`src/rtl/i2c_cmd_writer.sv`:
```
// Three-byte I2C write master: {slave_addr+W, sub_addr, reg_data} sent MSB first.
// Define I2C_NACK_RETRY_EN to restart a NACKed transfer up to two more times.
module i2c_cmd_writer #(
  parameter int CLK_DIV = 125
) (
  input  logic        CLOCK,
  input  logic        rst_n,
  input  logic [23:0] DATA,
  input  logic        GO,
  output logic        END,
  output logic        ACK_ERR,
  output logic        SCL,
  output logic        SDA_OE,
  input  logic        SDA_IN
);

  localparam int               DIV_W     = (CLK_DIV > 1) ? $clog2(CLK_DIV) : 1;
  localparam logic [DIV_W-1:0] DIV_LAST  = DIV_W'(CLK_DIV - 1);
  localparam logic [3:0]       ACK_BIT   = 4'd8;
  localparam logic [1:0]       LAST_BYTE = 2'd2;

  typedef enum logic [2:0] {
    S_IDLE,
    S_START,
    S_BIT,
    S_STOP,
    S_DONE
  } state_t;

  state_t           r_state, w_state_next;
  logic [DIV_W-1:0] r_div, w_div_next;
  logic [1:0]       r_q, w_q_next;
  logic [3:0]       r_bit, w_bit_next;
  logic [1:0]       r_byte, w_byte_next;
  logic [23:0]      r_shift, w_shift_next;
  logic             r_end, w_end_next;
  logic             r_ack_err, w_ack_err_next;
  logic             r_scl, w_scl_next;
  logic             r_sda_oe, w_sda_oe_next;

  logic             r_go_s1, r_go_s2, r_go_d, r_armed;
  logic [1:0]       r_flush;
  logic             r_sda_s1, r_sda_s2;
  logic             w_go_rise, w_tick;

`ifdef I2C_NACK_RETRY_EN
  localparam logic [1:0] MAX_RETRY = 2'd2;
  logic [23:0] r_data, w_data_next;
  logic [1:0]  r_retry, w_retry_next;
`endif

  // r_armed only sets once the flushed synchronizer has shown GO low, so a
  // GO held high across reset can never look like a fresh rising edge.
  always_ff @(posedge CLOCK) begin
    if (!rst_n) begin
      r_go_s1  <= 1'b0;
      r_go_s2  <= 1'b0;
      r_go_d   <= 1'b0;
      r_flush  <= 2'b00;
      r_armed  <= 1'b0;
      r_sda_s1 <= 1'b1;
      r_sda_s2 <= 1'b1;
    end else begin
      r_go_s1  <= GO;
      r_go_s2  <= r_go_s1;
      r_go_d   <= r_go_s2;
      r_flush  <= {r_flush[0], 1'b1};
      if (r_flush[1] && !r_go_s2)
        r_armed <= 1'b1;
      r_sda_s1 <= SDA_IN;
      r_sda_s2 <= r_sda_s1;
    end
  end

  assign w_go_rise = r_armed & r_go_s2 & ~r_go_d;
  assign w_tick    = (r_div == DIV_LAST);

  always_ff @(posedge CLOCK) begin
    if (!rst_n) begin
      r_state   <= S_IDLE;
      r_div     <= '0;
      r_q       <= 2'd0;
      r_bit     <= 4'd0;
      r_byte    <= 2'd0;
      r_shift   <= 24'd0;
      r_end     <= 1'b1;
      r_ack_err <= 1'b0;
      r_scl     <= 1'b1;
      r_sda_oe  <= 1'b0;
`ifdef I2C_NACK_RETRY_EN
      r_data    <= 24'd0;
      r_retry   <= 2'd0;
`endif
    end else begin
      r_state   <= w_state_next;
      r_div     <= w_div_next;
      r_q       <= w_q_next;
      r_bit     <= w_bit_next;
      r_byte    <= w_byte_next;
      r_shift   <= w_shift_next;
      r_end     <= w_end_next;
      r_ack_err <= w_ack_err_next;
      r_scl     <= w_scl_next;
      r_sda_oe  <= w_sda_oe_next;
`ifdef I2C_NACK_RETRY_EN
      r_data    <= w_data_next;
      r_retry   <= w_retry_next;
`endif
    end
  end

  always_comb begin
    w_state_next   = r_state;
    w_div_next     = '0;
    w_q_next       = r_q;
    w_bit_next     = r_bit;
    w_byte_next    = r_byte;
    w_shift_next   = r_shift;
    w_end_next     = r_end;
    w_ack_err_next = r_ack_err;
`ifdef I2C_NACK_RETRY_EN
    w_data_next    = r_data;
    w_retry_next   = r_retry;
`endif
    if (r_state != S_IDLE && r_state != S_DONE)
      w_div_next = w_tick ? '0 : r_div + 1'b1;

    case (r_state)
      S_IDLE: begin
        if (w_go_rise) begin
          w_state_next   = S_START;
          w_q_next       = 2'd0;
          w_bit_next     = 4'd0;
          w_byte_next    = 2'd0;
          w_shift_next   = DATA;
          w_ack_err_next = 1'b0;
          w_end_next     = 1'b0;
`ifdef I2C_NACK_RETRY_EN
          w_data_next    = DATA;
          w_retry_next   = 2'd0;
`endif
        end
      end
      S_START: begin
        if (w_tick) begin
          w_q_next = r_q + 2'd1;
          if (r_q == 2'd3) begin
            w_state_next = S_BIT;
            w_bit_next   = 4'd0;
            w_byte_next  = 2'd0;
          end
        end
      end
      S_BIT: begin
        if (w_tick) begin
          w_q_next = r_q + 2'd1;
          if (r_q == 2'd2 && r_bit == ACK_BIT && r_sda_s2)
            w_ack_err_next = 1'b1;
          if (r_q == 2'd3) begin
            if (r_bit != ACK_BIT) begin
              w_shift_next = {r_shift[22:0], 1'b0};
              w_bit_next   = r_bit + 4'd1;
            end else begin
              w_bit_next = 4'd0;
              if (r_byte == LAST_BYTE)
                w_state_next = S_STOP;
              else
                w_byte_next = r_byte + 2'd1;
            end
          end
        end
      end
      S_STOP: begin
        if (w_tick) begin
          w_q_next = r_q + 2'd1;
          if (r_q == 2'd3) begin
`ifdef I2C_NACK_RETRY_EN
            if (r_ack_err && r_retry != MAX_RETRY) begin
              w_state_next   = S_START;
              w_retry_next   = r_retry + 2'd1;
              w_ack_err_next = 1'b0;
              w_shift_next   = r_data;
            end else begin
              w_state_next = S_DONE;
            end
`else
            w_state_next = S_DONE;
`endif
          end
        end
      end
      S_DONE: begin
        w_end_next   = 1'b1;
        w_q_next     = 2'd0;
        w_state_next = S_IDLE;
      end
      default: w_state_next = S_IDLE;
    endcase
  end

  // Line levels are decoded from the next state so they register in step with it.
  always_comb begin
    w_scl_next    = 1'b1;
    w_sda_oe_next = 1'b0;
    case (w_state_next)
      S_START: begin
        w_scl_next    = (w_q_next != 2'd3);
        w_sda_oe_next = (w_q_next != 2'd0);
      end
      S_BIT: begin
        w_scl_next    = (w_q_next == 2'd1) || (w_q_next == 2'd2);
        w_sda_oe_next = (w_bit_next != ACK_BIT) && !w_shift_next[23];
      end
      S_STOP: begin
        w_scl_next    = (w_q_next != 2'd0);
        w_sda_oe_next = (w_q_next <= 2'd1);
      end
      default: begin
        w_scl_next    = 1'b1;
        w_sda_oe_next = 1'b0;
      end
    endcase
  end

  assign END     = r_end;
  assign ACK_ERR = r_ack_err;
  assign SCL     = r_scl;
  assign SDA_OE  = r_sda_oe;

endmodule

```
`config.mk`:
```
export PLATFORM = sky130hd
export DESIGN_NAME = i2c_cmd_writer
export DESIGN_NICKNAME = d
export VERILOG_FILES = /design/src/rtl/i2c_cmd_writer.sv
export SDC_FILE = /design/constraint.sdc
export NUM_CORES = 1
export LEC_CHECK = 0
export CORE_UTILIZATION = 49
export CTS_CLUSTER_SIZE = 40
export DETAILED_ROUTE_END_ITERATION = 10
export GPL_ROUTABILITY_DRIVEN = 1
export GPL_TIMING_DRIVEN = 0
export PLACE_DENSITY = 0.83
export SYNTH_ARGS = -nofsm -noshare
export SYNTH_HDL_FRONTEND = slang
export SYNTH_SLANG_ARGS = --single-unit
```
`constraint.sdc`:
```
create_clock -name CLOCK -period 2.2 [get_ports CLOCK]
set_input_delay 0.66 -clock CLOCK [delete_from_list [all_inputs] [get_ports CLOCK]]
set_output_delay 0.66 -clock CLOCK [all_outputs]
set_load 0.05 [all_outputs]
```
-- Word level (Yosys, flattened, before mapping)
Index checks and enable logic that the tools add are counted.
- flip-flop bits (word level): 54
- bits of input ports: 28
- add/sub/neg operators: 4
- $lt $le $gt $ge: 1
- equal/unequal tests: 27
- mux-type cells: 41
- bitwise gates (word level): 5
- reduce and logical (&&, ||, !) cells: 20
- operators with widths (cell ; count):
    $mux 24 ; 4
    $pmux 24 s2 ; 1
    $mux 3 ; 9
    $mux 4 ; 6
    $ne 2x2->1 const B ; 10
    $mux 2 ; 9
    $eq 3x2->1 const B ; 4
    $pmux 2 s3 ; 2
    $pmux 3 s4 ; 1
    $pmux 4 s3 ; 1
    $eq 2x2->1 const B ; 4
    $ne 4x4->1 const B ; 2
    $reduce_and 8->1 ; 1
    $add 7x1->7 const B ; 1
    $eq 7x7->1 const B ; 1
    $eq 3x1->1 const B ; 2
    $pmux 1 s3 ; 2
    $reduce_bool 2->1 ; 3
    $reduce_bool 3->1 ; 2
    $reduce_or 3->1 ; 2
    $logic_and 1x1->1 ; 5
    $reduce_and 5->1 ; 1
    $add 2x1->2 const B ; 2
    $add 4x1->4 const B ; 1
    14 further kinds ; 22

-- Depth between registers and ports, before layout
- word-level depth: 8
- mapped depth: 14
- depth with buffers taken out: 14

-- Least setup slack after synthesis
Ideal clock, no wire load.
- path type: reg-to-reg
- from: reg r_div[0]
- to: reg r_sda_oe (netlist: SDA_OE)
- setup time: 0.118 ns
- arrival time: 2.110 ns
- data required time: 2.082 ns
- path slack: -0.027 ns
- stages on the path, launching flop included: 15
- cell sequence: dfxtp_1 > inv_1 > ha_1 > and3_1 > nand2_1 > nor3_1 > a31oi_1 > o2bb2ai_1 > ha_1 > nor4b_1 > a31oi_1 > nor3_1 > a31oi_1 > nand3b_1 > o2bb2ai_1
- elaborated cells between the ends (all ways): 21
- RTL lines (item ; line ; text):
    start: declaration ; 31 ; logic [DIV_W-1:0] r_div, w_div_next;
    start signal: assignment ; 96 ; r_div <= w_div_next;
    $eq 7x7->1 * ; 76 ; assign w_tick = (r_div == DIV_LAST);
    $mux 2 * ; 145, 155, 174 ;
    $pmux 2 s3 * ; 128 ; case (r_state)
    named net w_q_next[0] ; 32 ; logic [1:0] r_q, w_q_next;
    $le 2x1->1 or $reduce_bool 2->1 (tied branches) ; 216, 208 ;
    $pmux 1 s3 * ; 205 ; case (w_state_next)
    end signal: assignment ; 104 ; r_sda_oe <= w_sda_oe_next;
    end: declaration ; 39 ; logic r_sda_oe, w_sda_oe_next;
The timed path passes the listed nets; every way through them passes the cells marked *. The select of a mux whose other input is x is not followed.
A chain may end at the register's enable or synchronous reset.

-- Worst setup path after layout
- from: reg r_state[0]
- to: reg r_scl (netlist: SCL)
- elaborated cells between the ends (all ways): 26
- RTL lines (item ; line ; text):
    start: declaration ; 30 ; state_t r_state, w_state_next;
    start signal: assignment ; 95 ; r_state <= w_state_next;
    $eq 3x2->1 or $eq 3x1->1 (tied branches) ; 128 ;
    $reduce_or 3->1 (no source line) ; n/a ;
    $pmux 2 s3 * ; 128 ;
    named net w_q_next[1] ; 32 ;
    $eq 2x1->1 or $eq 2x2->1 (tied branches) ; 211 ; w_scl_next = (w_q_next == 2'd1) || (w_q_next == 2'd2);
    $logic_or 1x1->1 ; 211 ;
    $pmux 1 s3 * ; 205 ;
    end signal: assignment ; 103 ; r_scl <= w_scl_next;
    end: declaration ; 38 ; logic r_scl, w_scl_next;
The timed path passes the listed nets; every way through them passes the cells marked *.

==> results.py <==
metrics = {
    "clocking": {
        "cts_sinks": 54,
        "cts_buffers": 5,
        "clkTransAtPathRegs_ps": 100,
        "clock_latency_ps": 310,
        "cts_root_buf": "clkbuf_8",
        "h-tree-depth": 2,
        "ctsLongestPathBuffers": 2,
        "hold_buffers": 0,
        "cts_tree": "built",
    },
    "global_routing": {
        "overflow": 0,
        "grt_first_pass_wirelength_um": 8894,
        "grt_max_degree": 18,
        "grt_pass1_vias": 2052,
        "grt_use_total_pct": 20.83,
        "antenna_found_initial": 0,
    },
    "route": {
        "drc": 0,
        "dr_total_vias": 2204,
        "routed_wl_um": 5721,
        "drt-pass1-iter-count": 4,
        "ant_nets": 0,
        "first_iter_violations": 117,
        "avgRoutedWirePerCell_um": 14.34,
        "avgViaCountPerCell": 5.524,
    },
    "worst_setup_path": {
        "cp_top_family": "simple AND/OR/NAND/NOR gates",
        "critPathMaxFanout": 10,
        "cp_common_cell": "buf_4",
        "cp_cell_sequence": "buf_4 -> or2_2 -> o21a_4 -> a21oi_4 -> buf_4 -> inv_1 -> ha_1 -> or4b_1 -> o311ai_1",
        "cp-start-kind": "flip-flop",
        "crit_slowest_cell": "or4b_1",
        "end_kind": "flip-flop",
        "path_class": "flip-flop to flip-flop",
        "required_ps": 2420,
        "cp_num_buf_inv": 3,
        "cp.arrival_ps": 2530,
        "critPathMaxStageDelay_ps": 510,
    },
    "hold_path": {
        "worst_hold_path_type": "flip-flop to flip-flop",
    },
    "floorplan": {
        "die_y_um": 74.11,
        "start_util_pct": 52.54,
        "die_x_um": 74.11,
        "die-area_sq_um": 5492,
        "rows": 25,
        "core-area_sq_um": 4848,
        "io_pins": 32,
    },
    "timing": {
        "setup_slack_ps": -110.6,
        "report.final.setup_viol": 2,
        "slew_headroom_pct": 58.97,
        "fin_skew_ps": 7.708,
        "fin_crit_sh_pct": 105.0,
        "clock.fmax_mhz": 432.8,
        "max_slew.worst_pin.slew_ps": 611.8,
        "period_minus_slack_ps": 2311,
        "hold_viol_final": 0,
        "rsz0062_at_grt": "true",
        "setup_tns_ps": -175.1,
        "drv_slew": 0,
    },
    "pwr": {
        "vdd_drop_max_mv": 0.4586,
        "power.density_nw_per_um2": 537.5,
        "power_leakage_nw": 1.181,
    },
    "placement": {
        "dpl.hpwl_um": 3725,
        "dp_slack_ps": -348.5,
        "finalWeightedCongestion": 0.8405,
        "io_buffers": 31,
    },
    "run_status": {
        "outcome": "finished, violations left",
        "violations": "negative setup slack",
    },
    "run": {
        "cap_violations": 0,
    },
    "logic_synthesis": {
        "yosys-top-cells-area": "dfxtp_1 42%, a22oi_1 7.1%, a21boi_1 5.9%, ha_1 4.9%, nand2_1 4.7%",
        "avgSynthCellArea_sq_um": 9.066,
        "syn-cell-area_sq_um": 2547,
        "synth_most_common_cell": "dfxtp_1",
        "synthesis.nets": 319,
        "synth_seq_cells": 54,
        "synth_ff_type": "dfxtp_1",
        "yosys.area.top_type": "dfxtp_1",
        "ys_seq_area_share_pct": 42.44,
        "synthArstFlopShare_pct": 0,
        "synth_top_area_share_pct": 42.44,
        "synth_common_cells": "54 x dfxtp_1, 32 x nand2_1, 24 x a22oi_1",
        "ys_warn_count": 0,
        "syn-instance-count": 281,
        "synth_cell_types": 45,
        "synth_edf_count": 0,
    },
    "cells_and_area": {
        "syn_to_final_growth_pct": 30.75,
        "nNetsFinal": 369,
        "diodes": 0,
        "final_layout_size_suffix_gt1_share_pct": 17.47,
    },
}
-- layout make-up --
| type | instances | area (sq um) |
|---|---|---|
| Timing Repair Buffer | 43 | 400.4 |
| Multi-Input combinational cell | 200 | 1513 |
| Tap cell | 67 | 83.83 |
| Clock inverter | 2 | 38.79 |
| Sequential cell | 54 | 1091 |
| Inverter | 11 | 41.29 |
| Fill cell | 373 | 1518 |
| Clock buffer | 6 | 82.58 |
| Buffer | 16 | 80.08 |
-- final timing paths --
check / endpoint / cells past startpoint / from / slack, ps
max: SCL / 9 / r_state[0] / -110
min: r_sda_s2 / 1 / r_sda_s1 / 450
max reg2reg: SCL / 9 / r_state[0] / -110
min reg2reg: r_sda_s2 / 1 / r_sda_s1 / 450
-- worst reg2reg max path, cell delays in order, from the launching register on --
cell and delay (ps):
dfxtp_2 370, buf_4 190, or2_2 360, o21a_4 160, a21oi_4 190, buf_4 130, inv_1 50, ha_1 170
or4b_1 510, o311ai_1 100
-- layout by cell type (no fill, tap or decap), types with 3 or more instances in the layout --
master / Yosys / layout
dfxtp_1: 54 / 48
nand2_1: 32 / 31
clkdlybuf4s50_1: 0 / 31
a22oi_1: 24 / 24
a21boi_1: 20 / 20
nor2_1: 15 / 14
buf_4: 0 / 13
inv_1: 11 / 11
and2_1: 9 / 9
ha_1: 10 / 8
nand3_1: 7 / 7
buf_2: 7 / 7
nor2b_1: 7 / 7
clkbuf_1: 9 / 6
a31oi_1: 9 / 6
clkbuf_8: 0 / 6
a21oi_1: 6 / 5
a21boi_0: 5 / 5
dfxtp_2: 0 / 5
nand2b_1: 4 / 4
a211oi_1: 4 / 4
a31oi_2: 0 / 3
xor2_1: 3 / 3
xnor2_1: 3 / 3
o21a_1: 4 / 3
nor3_1: 4 / 3
-- sequential cells by signal, indices dropped and copies added (netlist names), 2 cells and up --
name     count
r_q          2
r_shift     24
r_div        7
r_state      3
r_flush      2
r_bit        4
r_byte       2
-- per-layer routing --
layer,up-vias,global-route usage [%],wire length [um]
met5,-,0,0
met2,44,35.76,2842
li1,1102,-,-
met3,12,4.607,212
met4,0,6.197,80
met1,1046,26.14,2584
-- cells by family after synthesis --
| group | Yosys count | synth area share, % |
|---|---|---|
| simple gates | 98 | 21.41 |
| compound gates | 84 | 24.07 |
| flops | 54 | 42.44 |
| buf+inv | 27 | 4.322 |
| fa+ha+maj | 10 | 4.912 |
| xor+xnor | 6 | 2.063 |
| mux | 2 | 0.7859 |
-- repair_timing --
action	4_1_cts	5_1_grt
pin swaps	7	7
setup endpoints to repair	2	3
gates resized for setup	19	19
setup buffers	7	5
-- through the flow --
step                      util [%]  total power, mW  std cells  hold slack (ps)  instance area (sq um)
after CTS                    65.75            1.804        394            426.4                   3188
after detailed placement     60.75            1.115        379            401.1                   2945
after floorplan                  -            1.053        281            386.3                   2551
final                        68.70            1.790        399            449.4                   3331
after global placement       60.75            1.114        379            394.5                   2945
after global routing         68.70            1.853        399            478.7                   3331
-- where the power goes --
group	internal, mW	total, mW	switching [mW]
sequential	0.988	0.994	0.00599
clock	0.375	0.699	0.324
combinational	0.0632	0.0977	0.0345
total	1.43	1.79	0.365
(Power assumes the default switching activity.)
